===== src/rtl/pixels_pkg.sv =====
// Shared types and width helpers for the pixel window path.
package pixels_pkg;

    localparam int unsigned PIX_USER_WIDTH = 8;

    typedef enum logic {
        CORE_EMPTY = 1'b0,
        CORE_SHIFT = 1'b1
    } core_state_e;

    typedef struct packed {
        logic                      first;
        logic                      last;
        logic [PIX_USER_WIDTH-1:0] user;
    } pix_side_t;

    function automatic int unsigned bits_kh(input int unsigned kh_max);
        return 32'($clog2(kh_max));
    endfunction

    function automatic int unsigned bits_sh(input int unsigned sh_max);
        return 32'($clog2(sh_max + 1));
    endfunction

endpackage


===== src/rtl/axis_skid_reg.sv =====
// Full-throughput skid slice: data passes straight through while the spare
// entry is empty, and the spare entry absorbs one beat on a stall.
module axis_skid_reg #(
    parameter int unsigned DATA_WIDTH = 8
) (
    input  logic                  clk,
    input  logic                  rst_n,
    input  logic                  s_valid,
    output logic                  s_ready,
    input  logic [DATA_WIDTH-1:0] s_data,
    output logic                  m_valid,
    input  logic                  m_ready,
    output logic [DATA_WIDTH-1:0] m_data
);

    logic                  sk_valid_q, sk_valid_d;
    logic [DATA_WIDTH-1:0] sk_data_q,  sk_data_d;

    always_comb begin
        sk_valid_d = sk_valid_q;
        sk_data_d  = sk_data_q;
        if (sk_valid_q) begin
            if (m_ready) begin
                sk_valid_d = 1'b0;
            end
        end else if (s_valid && !m_ready) begin
            sk_valid_d = 1'b1;
            sk_data_d  = s_data;
        end
    end

    always_ff @(posedge clk or negedge rst_n) begin
        if (!rst_n) begin
            sk_valid_q <= 1'b0;
            sk_data_q  <= '0;
        end else begin
            sk_valid_q <= sk_valid_d;
            sk_data_q  <= sk_data_d;
        end
    end

    // Ready is a pure flop output, so upstream never sees m_ready combinationally.
    assign s_ready = ~sk_valid_q;
    assign m_valid = s_valid | sk_valid_q;
    assign m_data  = sk_valid_q ? sk_data_q : s_data;

endmodule


===== src/rtl/axis_pixels_window.sv =====
// Sliding pixel window: holds one input row and emits SHIFT+1 sliced beats,
// sliding by STRIDE words per beat with FILL entering at the top.
module axis_pixels_window
    import pixels_pkg::*;
#(
    parameter int unsigned           COPIES        = 2,
    parameter int unsigned           UNITS         = 4,
    parameter int unsigned           WORD_WIDTH    = 8,
    parameter int unsigned           IM_SHIFT_REGS = 16,
    parameter int unsigned           KH_MAX        = 11,
    parameter int unsigned           SH_MAX        = 4,
    parameter int unsigned           USER_WIDTH    = 8,
    parameter logic [WORD_WIDTH-1:0] FILL          = '0
) (
    input  logic                                aclk,
    input  logic                                aresetn,
    input  logic                                s_valid,
    output logic                                s_ready,
    input  logic [IM_SHIFT_REGS*WORD_WIDTH-1:0] s_data,
    input  logic [bits_kh(KH_MAX)-1:0]          s_shift,
    input  logic [bits_sh(SH_MAX)-1:0]          s_stride,
    input  logic                                s_slice,
    input  logic                                s_ones,
    input  logic [USER_WIDTH-1:0]               s_user,
    output logic                                m_valid,
    input  logic                                m_ready,
    output logic [COPIES*UNITS*WORD_WIDTH-1:0]  m_data,
    output logic [USER_WIDTH-1:0]               m_user,
    output logic                                m_first,
    output logic                                m_last
);

    localparam int unsigned BITS_KH = bits_kh(KH_MAX);
    localparam int unsigned BITS_SH = bits_sh(SH_MAX);
    localparam int unsigned ROW_W   = IM_SHIFT_REGS * WORD_WIDTH;
    localparam int unsigned OUT_W   = COPIES * UNITS * WORD_WIDTH;
    localparam int unsigned PAY_W   = OUT_W + USER_WIDTH + 2;

    if (IM_SHIFT_REGS < COPIES * UNITS) begin : g_size_check
        $error("axis_pixels_window: IM_SHIFT_REGS must be >= COPIES*UNITS");
    end

    core_state_e            state_q,  state_d;
    logic [ROW_W-1:0]       row_q,    row_d;
    logic [BITS_KH-1:0]     count_q,  count_d;
    logic                   beat0_q,  beat0_d;
    logic [USER_WIDTH-1:0]  user_q,   user_d;
    logic [BITS_SH-1:0]     stride_q, stride_d;
    logic                   mode_q,   mode_d;

    logic                   core_valid;
    logic                   last_c;
    logic                   adv;
    logic                   skid_ready;
    logic [ROW_W-1:0]       shifted_c;
    logic [OUT_W-1:0]       win_c;
    logic [PAY_W-1:0]       core_pay;
    logic [PAY_W-1:0]       out_pay;

    assign core_valid = (state_q == CORE_SHIFT);
    assign last_c     = (count_q == '0);
    assign adv        = core_valid & skid_ready;
    assign s_ready    = ~core_valid | (adv & last_c);

    // Row slid down by the latched stride; words shifted past the top become FILL.
    always_comb begin
        int unsigned src;
        src       = 0;
        shifted_c = '0;
        for (int unsigned i = 0; i < IM_SHIFT_REGS; i++) begin
            src = i + 32'(stride_q);
            if (src < IM_SHIFT_REGS) begin
                shifted_c[i*WORD_WIDTH +: WORD_WIDTH] = row_q[src*WORD_WIDTH +: WORD_WIDTH];
            end else begin
                shifted_c[i*WORD_WIDTH +: WORD_WIDTH] = FILL;
            end
        end
    end

    // Per-copy slices in pooling mode, otherwise every copy sees words [0, UNITS).
    always_comb begin
        int unsigned src;
        src   = 0;
        win_c = '0;
        for (int unsigned c = 0; c < COPIES; c++) begin
            for (int unsigned u = 0; u < UNITS; u++) begin
                src = (mode_q ? c * UNITS : 32'd0) + u;
                win_c[(c*UNITS+u)*WORD_WIDTH +: WORD_WIDTH] = row_q[src*WORD_WIDTH +: WORD_WIDTH];
            end
        end
    end

    // A new row takes priority over retiring the last beat of the previous one.
    always_comb begin
        state_d  = state_q;
        row_d    = row_q;
        count_d  = count_q;
        beat0_d  = beat0_q;
        user_d   = user_q;
        stride_d = stride_q;
        mode_d   = mode_q;
        if (s_valid && s_ready) begin
            state_d = CORE_SHIFT;
            row_d   = s_data;
            count_d = (s_shift > BITS_KH'(KH_MAX - 1)) ? BITS_KH'(KH_MAX - 1) : s_shift;
            beat0_d = 1'b1;
            user_d  = s_user;
            mode_d  = s_slice & ~s_ones;
            if (s_stride == '0) begin
                stride_d = BITS_SH'(1);
            end else if (s_stride > BITS_SH'(SH_MAX)) begin
                stride_d = BITS_SH'(SH_MAX);
            end else begin
                stride_d = s_stride;
            end
        end else if (adv) begin
            if (last_c) begin
                state_d = CORE_EMPTY;
            end else begin
                row_d   = shifted_c;
                count_d = count_q - BITS_KH'(1);
                beat0_d = 1'b0;
            end
        end
    end

    always_ff @(posedge aclk or negedge aresetn) begin
        if (!aresetn) begin
            state_q  <= CORE_EMPTY;
            row_q    <= '0;
            count_q  <= '0;
            beat0_q  <= 1'b0;
            user_q   <= '0;
            stride_q <= '0;
            mode_q   <= 1'b0;
        end else begin
            state_q  <= state_d;
            row_q    <= row_d;
            count_q  <= count_d;
            beat0_q  <= beat0_d;
            user_q   <= user_d;
            stride_q <= stride_d;
            mode_q   <= mode_d;
        end
    end

    assign core_pay = {beat0_q & core_valid, last_c & core_valid, user_q, win_c};

    axis_skid_reg #(
        .DATA_WIDTH(PAY_W)
    ) u_skid (
        .clk     (aclk),
        .rst_n   (aresetn),
        .s_valid (core_valid),
        .s_ready (skid_ready),
        .s_data  (core_pay),
        .m_valid (m_valid),
        .m_ready (m_ready),
        .m_data  (out_pay)
    );

    assign {m_first, m_last, m_user, m_data} = out_pay;

endmodule


===== config.mk =====
export PLATFORM = sky130hd
export DESIGN_NAME = axis_pixels_window
export DESIGN_NICKNAME = d
export VERILOG_FILES = /design/src/rtl/pixels_pkg.sv /design/src/rtl/axis_skid_reg.sv /design/src/rtl/axis_pixels_window.sv
export SDC_FILE = /design/constraint.sdc
export NUM_CORES = 1
export LEC_CHECK = 0
export ABC_AREA = 1
export BUFFER_PORTS_ARGS = -buffer_cell sky130_fd_sc_hd__buf_4
export CAP_MARGIN = 20
export CELL_PAD_IN_SITES_DETAIL_PLACEMENT = 2
export CELL_PAD_IN_SITES_GLOBAL_PLACEMENT = 2
export CORE_ASPECT_RATIO = 2
export CORE_MARGIN = 1
export CORE_UTILIZATION = 29
export CTS_BUF_LIST = sky130_fd_sc_hd__clkbuf_4 sky130_fd_sc_hd__clkbuf_8
export DETAILED_ROUTE_END_ITERATION = 10
export GPL_TIMING_DRIVEN = 0
export PLACE_DENSITY = 0.89
export SYNTH_ARGS = -nofsm -noshare
export SYNTH_HDL_FRONTEND = slang
export SYNTH_HIERARCHICAL = 1
export SYNTH_SLANG_ARGS = --single-unit

===== constraint.sdc =====
create_clock -name aclk -period 1.6 [get_ports aclk]
set_input_delay 0.24 -clock aclk [delete_from_list [all_inputs] [get_ports aclk]]
set_output_delay 0.24 -clock aclk [all_outputs]
set_load 0.01 [all_outputs]

==> metrics, run 1 <==
number of buffers created by CTS 40; ranking of synthesized cells by area dfrtp_1 37%, nand2_1 32%, nand3_1 13%; GPL Wtd Cong 1.02; Halt Stage 5_1_grt; top cell type's share of synthesized area 0.367; htree depth 2; worst endpoint type register input; IO Pins 225; largest net degree at the start of global routing 105; PortBufs 224; register area share after synthesis 0.367; status aborted with a tool error; CTS Buffer Depth 3; largest area contributor in the netlist dfrtp_1; Sink Count 221; Synth cell types 26; Setup WS pre-CTS -1.15 ns; # rows 117; post-synthesis register bit count 221; Starting Density 0.295; hpwl dp 83800 microns; die height 324 microns; Err [ERROR GRT-0232] Routing congestion too high. Check the congestion heatmap in the GUI.; YS warnings 6; post-synth net total 2584; clk root buf clkbuf_8; Syn Inst Count 2434; Post-Syn Area 0.0151 sq mm; Post-Syn Area per Cell 6.18 sq um; Die W 163 microns; grt total ovfl 743; worst endpoint after global-route timing repair row_q[29]$_DFFE_PN0P_/D; GRT Util Overall 0.748
[stage by stage]
stage,setup TNS [ns],std cells,instance area (sq um),hold slack [ns]
floorplan,-1.41,2434,15100,-0.0556
detailed placement,-140.09,3314,17700,0.218
global placement,-446.47,3312,17600,0.431
CTS,-101.84,3588,22000,0.00428
[logic make-up after synthesis]
family / synth area share
buf+inv: 0.0715
simple gates: 0.527
fa+ha+maj: 0.000831
xor+xnor: 0.00116
flops: 0.367
compound gates: 0.0323
[routing by layer]
| layer | overflow | track usage |
|---|---|---|
| met1 | 2 | 0.697 |
| met2 | 457 | 0.981 |
| met3 | 9 | 0.542 |
| met4 | 273 | 0.839 |
| met5 | 2 | 0.152 |
[synthesized netlist by cell type]
cell,count
nand2_1,1269
nand3_1,396
dfrtp_1,221
buf_2,107
nand4_1,92
nor2_1,69
inv_1,59
clkbuf_1,51
o21ai_0,46
or2_2,40
a21oi_1,18
o21ai_1,14
buf_4,12
and2_1,8
o211ai_1,8
buf_1,7
inv_2,3
nand2_2,3
nor3_1,2
o22ai_1,2
xnor2_1,2
a21oi_4,1
ha_1,1
nand2_4,1
nand3b_1,1
o21a_1,1
[timing repair]
| action | CTS |
|---|---|
| pin swaps | 60 |
| gates resized for setup | 404 |
| hold buffers | 139 |
| cloned | 11 |
| endpoints found under the setup margin | 263 |
| setup buffers | 52 |
| hold endpoints to repair | 195 |
==> run 2: changes to the inputs <==
CELL_PAD_IN_SITES_DETAIL_PLACEMENT = unset   (was 2)
CELL_PAD_IN_SITES_GLOBAL_PLACEMENT = unset   (was 2)
CORE_ASPECT_RATIO = unset   (was 2)
CORE_UTILIZATION = 30   (was 29)
CTS_BUF_LIST = unset   (was sky130_fd_sc_hd__clkbuf_4 sky130_fd_sc_hd__clkbuf_8)
PLACE_DENSITY = unset   (was 0.89)
PLACE_DENSITY_LB_ADDON = 0.15   (was unset)
clock period = 2.1 ns   (was 1.6 ns; I/O delays follow)
==> metrics, run 2 <==
status finished clean; die height 226 microns (-30%); final net count 2876; Sink Count 221 (unchanged); Non-Filler Instances 3405; sequential fraction of design power 0.257; die area 0.0511 sq mm; Setup CP Type reg -> out; clock power share 0.144; Most used DFF post-synth dfrtp_1; Final Hold Fails 0; grt total ovfl 0; Post-synth EDFFs 0 (unchanged); Worst R2R Setup Slack 0.03 ns; Syn Inst Count 2434 (unchanged); Pre-antenna DRT Iters 5; Largest Register row_q; Via density 5.16; ranking of synthesized cells by area dfrtp_1 37%, nand2_1 32%, nand3_1 13%; post-synth net total 2584 (unchanged); required time of the critical path 1.78 ns; worst min path class in -> reg; Tcrit/Tclk final 0.990; clk_skew 0.0188 ns; largest registers row_q x128, u_skid/sk_data_q x74, user_q x8; Post-Syn Area per Cell 6.18 sq um (unchanged); Slew @ Worst Pin 0.746 ns; WHS Path Cells 3; sw frac 0.535; WL per Instance 23.0 microns; register area share after synthesis 0.367 (unchanged); Setup WS pre-CTS -0.695 ns (+0.455 ns); async set-reset flop share out of synthesis 1.00 (unchanged); clk root buf clkbuf_16; post-layout instance area 0.0196 sq mm; Fmax achieved 0.481 GHz; Starting Density 0.306 (+0.0110); largest net degree at the start of global routing 111; CP startpoint kind register; RSZ-0062 raised after global routing true; GRT Util Overall 0.306; Post-Syn Area 0.0151 sq mm (unchanged); vias 17578; layout cell share with drive strength beyond 1 0.209; multi-input logic area 0.00878 sq mm; TritonCTS clock tree yes; Placed Instances 3324 (+0.30%); P_int 15.2 mW; top-count cell post-synth nand2_1; Finish-stage setup viols 0; Remaining DRCs 0; post-synthesis register bit count 221 (unchanged); PortBufs 224 (unchanged); Cell Pwr Density 1670 mW/mm^2; vias in the first global route 16977; area grow syn2layout 30.2%; IO Pins 225 (unchanged); initial antenna violation count 2; P_leak 10.6 nW; post-route minimum period 2.08 ns; htree depth 1 (-1); first-pass GRT wire length 113000 microns; top cell type's share of synthesized area 0.367 (unchanged); Post-DP Area 0.0176 sq mm (-0.44%); DR iter-0 viols 1552; P_sw 17.5 mW; Ant. Diodes 0; Slew HR 0.503; VDD IR max 749 uV; Fillers 5493; number of flip-flops in the largest register 128; core area 0.0493 sq mm; clock slew at the register clock pins of the worst setup and hold paths 0.06 ns; GPL Wtd Cong 0.958 (-6.0%); CP max FO 7; # rows 81 (-31%); Worst-Skew Late Latency 0.60 ns; Synth cell types 26 (unchanged); Routed Antenna Nets 0; most frequent cells in the layout 1204 x nand2_1, 384 x nand3_1, 251 x buf_4; Final Max Slew Viols 0; Routed WL 78500 microns; top cells by count, synth 1269 x nand2_1, 396 x nand3_1, 221 x dfrtp_1; CTS Buffer Depth 3 (unchanged); Die W 226 microns (+39%); number of buffers created by CTS 28 (-30%); worst setup margin 0.0207 ns; CP Capture Type output pin; largest area contributor in the netlist dfrtp_1; hpwl dp 62500 microns (-25%); Critical Path AT 1.76 ns; register area 0.00553 sq mm; max_cap viols 0; commonest non-fill, non-tap cell in the layout nand2_1; Comb power frac 0.599; YS warnings 6 (unchanged); R2R depth 7
==> run 2: cell counts after synthesis <==
No cell type changed its count.
==> run 2: timing repair <==
action                                  in CTS  in global routing
endpoints found under the setup margin     221                209
setup buffers                               10                  7
pin swaps                                    3                 29
hold buffers                                19                  0
cloned                                       1                  2
resized for setup                           92                183
hold endpoints to repair                    79                  0
==> run 2: worst paths after layout <==
kind / start / endpoint
worst max-delay path: u_skid/sk_valid_q / s_ready
worst min-delay path: s_data[104] / row_q[104]
worst max register to register: stride_q[1] / row_q[53]
max in group asynchronous: aresetn / core_valid
min in group asynchronous: aresetn / u_skid/sk_data_q[59]
worst min register to register: u_skid/sk_data_q[13] / u_skid/sk_data_q[13]
==> run 2: final cells by class <==
class                      instances  share of cell area
multi-input combinational       1974               0.448
sequential                       221               0.282
timing repair buffer             265               0.111
buffer                           174              0.0592
tap                              664              0.0424
clock buffer                      41              0.0403
inverter                          62              0.0127
clock inverter                     4             0.00370
==> run 2: kinds of logic (layout without fill, tap and decap cells) <==
| group | after synthesis | after routing | synth area share |
|---|---|---|---|
| and+or+nand+nor | 1881 | 1881 | 0.527 |
| buffers and inverters | 239 | 546 | 0.0715 |
| DFF | 221 | 221 | 0.367 |
| AOI/OAI and AO/OA | 90 | 90 | 0.0323 |
| xor gates and xnor gates | 2 | 2 | 0.00116 |
| adders and majority gates | 1 | 1 | 0.000831 |
==> run 2: stage by stage <==
| step | utilization | TNS (ns) | hold slack, ns | power (mW) |
|---|---|---|---|---|
| 3_3_place_gp | 0.357 | -322.90 | 0.453 | 26.3 |
| 2_1_floorplan | - | 0 | 0.0194 | 18.1 |
| 3_5_place_dp | 0.358 | -73.39 | 0.202 | 26.3 |
| 6_report | 0.398 | 0 | 0.00945 | 32.7 |
| 4_1_cts | 0.386 | -0.0315 | 0.00337 | 31.5 |
| 5_1_grt | 0.398 | -1.10 | 0.0249 | 34.9 |
==> run 2: worst max-delay path, cell delays in order, from the launching register on <==
cell and delay, ns:
dfrtp_2 0.44, clkinv_4 0.10, buf_8 0.14, buf_8 0.15
nand3_2 0.10, nand2_4 0.11, buf_4 0.13
==> run 2: power by group through the flow <==
| stage | combinational, mW | clock, mW | sequential [mW] |
|---|---|---|---|
| final | 19.6 | 4.70 | 8.41 |
| after global routing | 21.4 | 4.93 | 8.55 |
| after CTS | 18.5 | 4.77 | 8.29 |
| after detailed placement | 18.0 | 0 | 8.32 |
| after global placement | 17.9 | 0 | 8.31 |
| after floorplan | 10.9 | 0 | 7.16 |
==> run 2: metal layers <==
metal	global-route usage	vias up	share of wire
li1	-	8444	-
met1	0.374	8383	0.41
met2	0.530	586	0.49
met3	0.0286	163	0.045
met4	0.162	2	0.060
met5	0	-	0.00015
Power figures use the tool's default switching activity.
==> run 3: changes to the inputs <==
BUFFER_PORTS_ARGS = unset   (was -buffer_cell sky130_fd_sc_hd__buf_4)
DONT_BUFFER_PORTS = 1   (was unset)
==> metrics, run 3 (same netlist as run 2, synthesis figures left out) <==
RSZ-0062 raised after global routing true; CP startpoint kind register; max_cap viols 0 (unchanged); clock slew at the register clock pins of the worst setup and hold paths 0.06 ns (about the same); Final Hold Fails 222 (+222); number of flip-flops in the largest register 128 (unchanged); CTS Buffer Depth 3 (unchanged); CTS hold repair buffers 135 (+116); Final Max Slew Viols 0 (unchanged); commonest non-fill, non-tap cell in the layout nand2_1; Via density 5.27 (+2.0%); vias 17321 (-1.5%); Largest Register row_q; Starting Density 0.306 (unchanged); first-pass GRT wire length 111000 microns (-1.4%); VDD IR max 783 uV (+4.5%); layout cell share with drive strength beyond 1 0.115 (-0.0936); Routed Antenna Nets 0 (unchanged); status complete, but fails checks; final net count 2755 (-4.2%); Tcrit/Tclk final 0.992 (+0.00143); post-route minimum period 2.08 ns (+0.00300 ns); htree depth 1 (unchanged); largest registers row_q x128, u_skid/sk_data_q x74, user_q x8; GPL Wtd Cong 0.971 (+1.3%); area grow syn2layout 24.6%; Setup WS pre-CTS -0.707 ns (-0.0123 ns); WHS -0.600 ns (-0.610 ns); core area 0.0493 sq mm (unchanged); CP Capture Type register; vias in the first global route 16753 (-1.3%); initial antenna violation count 2 (unchanged); clk root buf clkbuf_16; Setup CP Type reg -> reg; Pre-antenna DRT Iters 5 (unchanged); failing checks negative hold slack; PortBufs 0 (-100%); Slew HR 0.527 (+0.0243); Critical Path AT 2.58 ns (+0.82 ns); die height 226 microns (unchanged); grt total ovfl 0 (unchanged); most frequent cells in the layout 1240 x nand2_1, 386 x nand3_1, 219 x dfrtp_1; CP max FO 10 (+3); P_leak 9.80 nW (-7.2%); worst setup margin 0.0177 ns (-0.00300 ns); Fmax achieved 0.480 GHz (-0.14%); Remaining DRCs 0 (unchanged); IO Pins 225 (unchanged); hpwl dp 60500 microns (-3.2%); worst min path class in -> async; Ant. Diodes 0 (unchanged); clk_skew 0.0266 ns (+0.00787 ns); Die W 226 microns (unchanged); die area 0.0511 sq mm (unchanged); Sink Count 221 (unchanged); Cell Pwr Density 1660 mW/mm^2 (-0.31%); # rows 81 (unchanged); Slew @ Worst Pin 0.710 ns (-0.0364 ns); required time of the critical path 2.60 ns (+0.82 ns); DR iter-0 viols 1539 (-0.84%); number of buffers created by CTS 28 (unchanged); largest net degree at the start of global routing 222 (+100%); WL per Instance 23.7 microns (+2.7%); Routed WL 77800 microns (-0.87%); Worst-Skew Late Latency 0.61 ns (about the same); final core occ 0.381 (-0.0169); Finish-stage setup viols 0 (unchanged); R2R depth 7 (unchanged); TritonCTS clock tree yes; GRT Util Overall 0.301 (-0.00440)
[run 3: cell types whose count changed in the layout (fill, tap and decap cells not counted), sizes merged]
cell / before / now
clkbuf: 107 / 111
clkinv: 4 / 5
clkinvlp: 2 / 1
dlygate4sd3: 19 / 135
inv: 59 / 61
nand2: 1273 / 1274
buf: 354 / 114
[run 3: layout make-up]
| class | count | area, sq um |
|---|---|---|
| Clock buffer | 43 | 827 |
| Fill cell | 5505 | 30500 |
| Multi-Input combinational cell | 1975 | 8670 |
| Timing Repair Buffer | 145 | 1440 |
| Inverter | 62 | 244 |
| Buffer | 172 | 1120 |
| Sequential cell | 221 | 5530 |
| Clock inverter | 6 | 87.6 |
| Tap cell | 664 | 831 |
[run 3: worst paths after layout]
check,startpoint,endpoint,slack [ns]
hold / removal,aresetn,u_skid/sk_data_q[25],-0.60
setup reg to reg,stride_q[1],row_q[41],0.02
min in group aclk,s_data[96],row_q[96],0
max in group asynchronous,aresetn,row_q[120],2.29
hold reg to reg,u_skid/sk_data_q[24],u_skid/sk_data_q[24],0.47
setup / recovery,stride_q[1],row_q[41],0.02
[run 3: worst max-delay path, cell delays in order (launching register included)]
cell and delay (ns):
dfrtp_1 0.32, buf_2 0.23, clkbuf_1 0.58, nand3_1 0.29, nand3_1 0.20, nand3_1 0.18, nand3_1 0.14, nand2_1 0.05
[run 3: routing by layer]
layer / up-vias / part of all wire / track usage
li1: 8188 / - / -
met1: 8230 / 0.40 / 0.366
met2: 690 / 0.47 / 0.507
met3: 209 / 0.057 / 0.0333
met4: 4 / 0.078 / 0.194
met5: - / 0.00032 / 0
[run 3: stage by stage]
| step | setup TNS (ns) | cell area (sq um) | total power, mW | hold WS, ns | std cells |
|---|---|---|---|---|---|
| 2_1_floorplan | 0 | 15100 | 18.1 | 0.0194 | 2434 |
| 3_3_place_gp | -79.94 | 15900 | 24.8 | 0.0299 | 3098 |
| 3_5_place_dp | -79.69 | 15900 | 24.9 | 0.0318 | 3098 |
| 4_1_cts | -0.0631 | 18500 | 30.6 | -0.618 | 3289 |
| 5_1_grt | -0.0478 | 18800 | 33.2 | -0.615 | 3288 |
| 6_report | 0 | 18800 | 31.2 | -0.600 | 3288 |
[run 3: timing repair]
action                                  in CTS  in global routing
endpoints found under the setup margin     221                181
gates resized for setup                     89                119
hold endpoints to repair                   355                221
buffers inserted                             9                  1
pin swaps                                    3                  3
gates cloned                                 0                  1
[run 3: power by group]
group	leakage [nW]	internal (mW)	switching [mW]
clock network	0.446	2.83	2.08
registers	2.85	6.06	2.28
logic	6.50	5.32	12.7
total	9.80	14.2	17.0
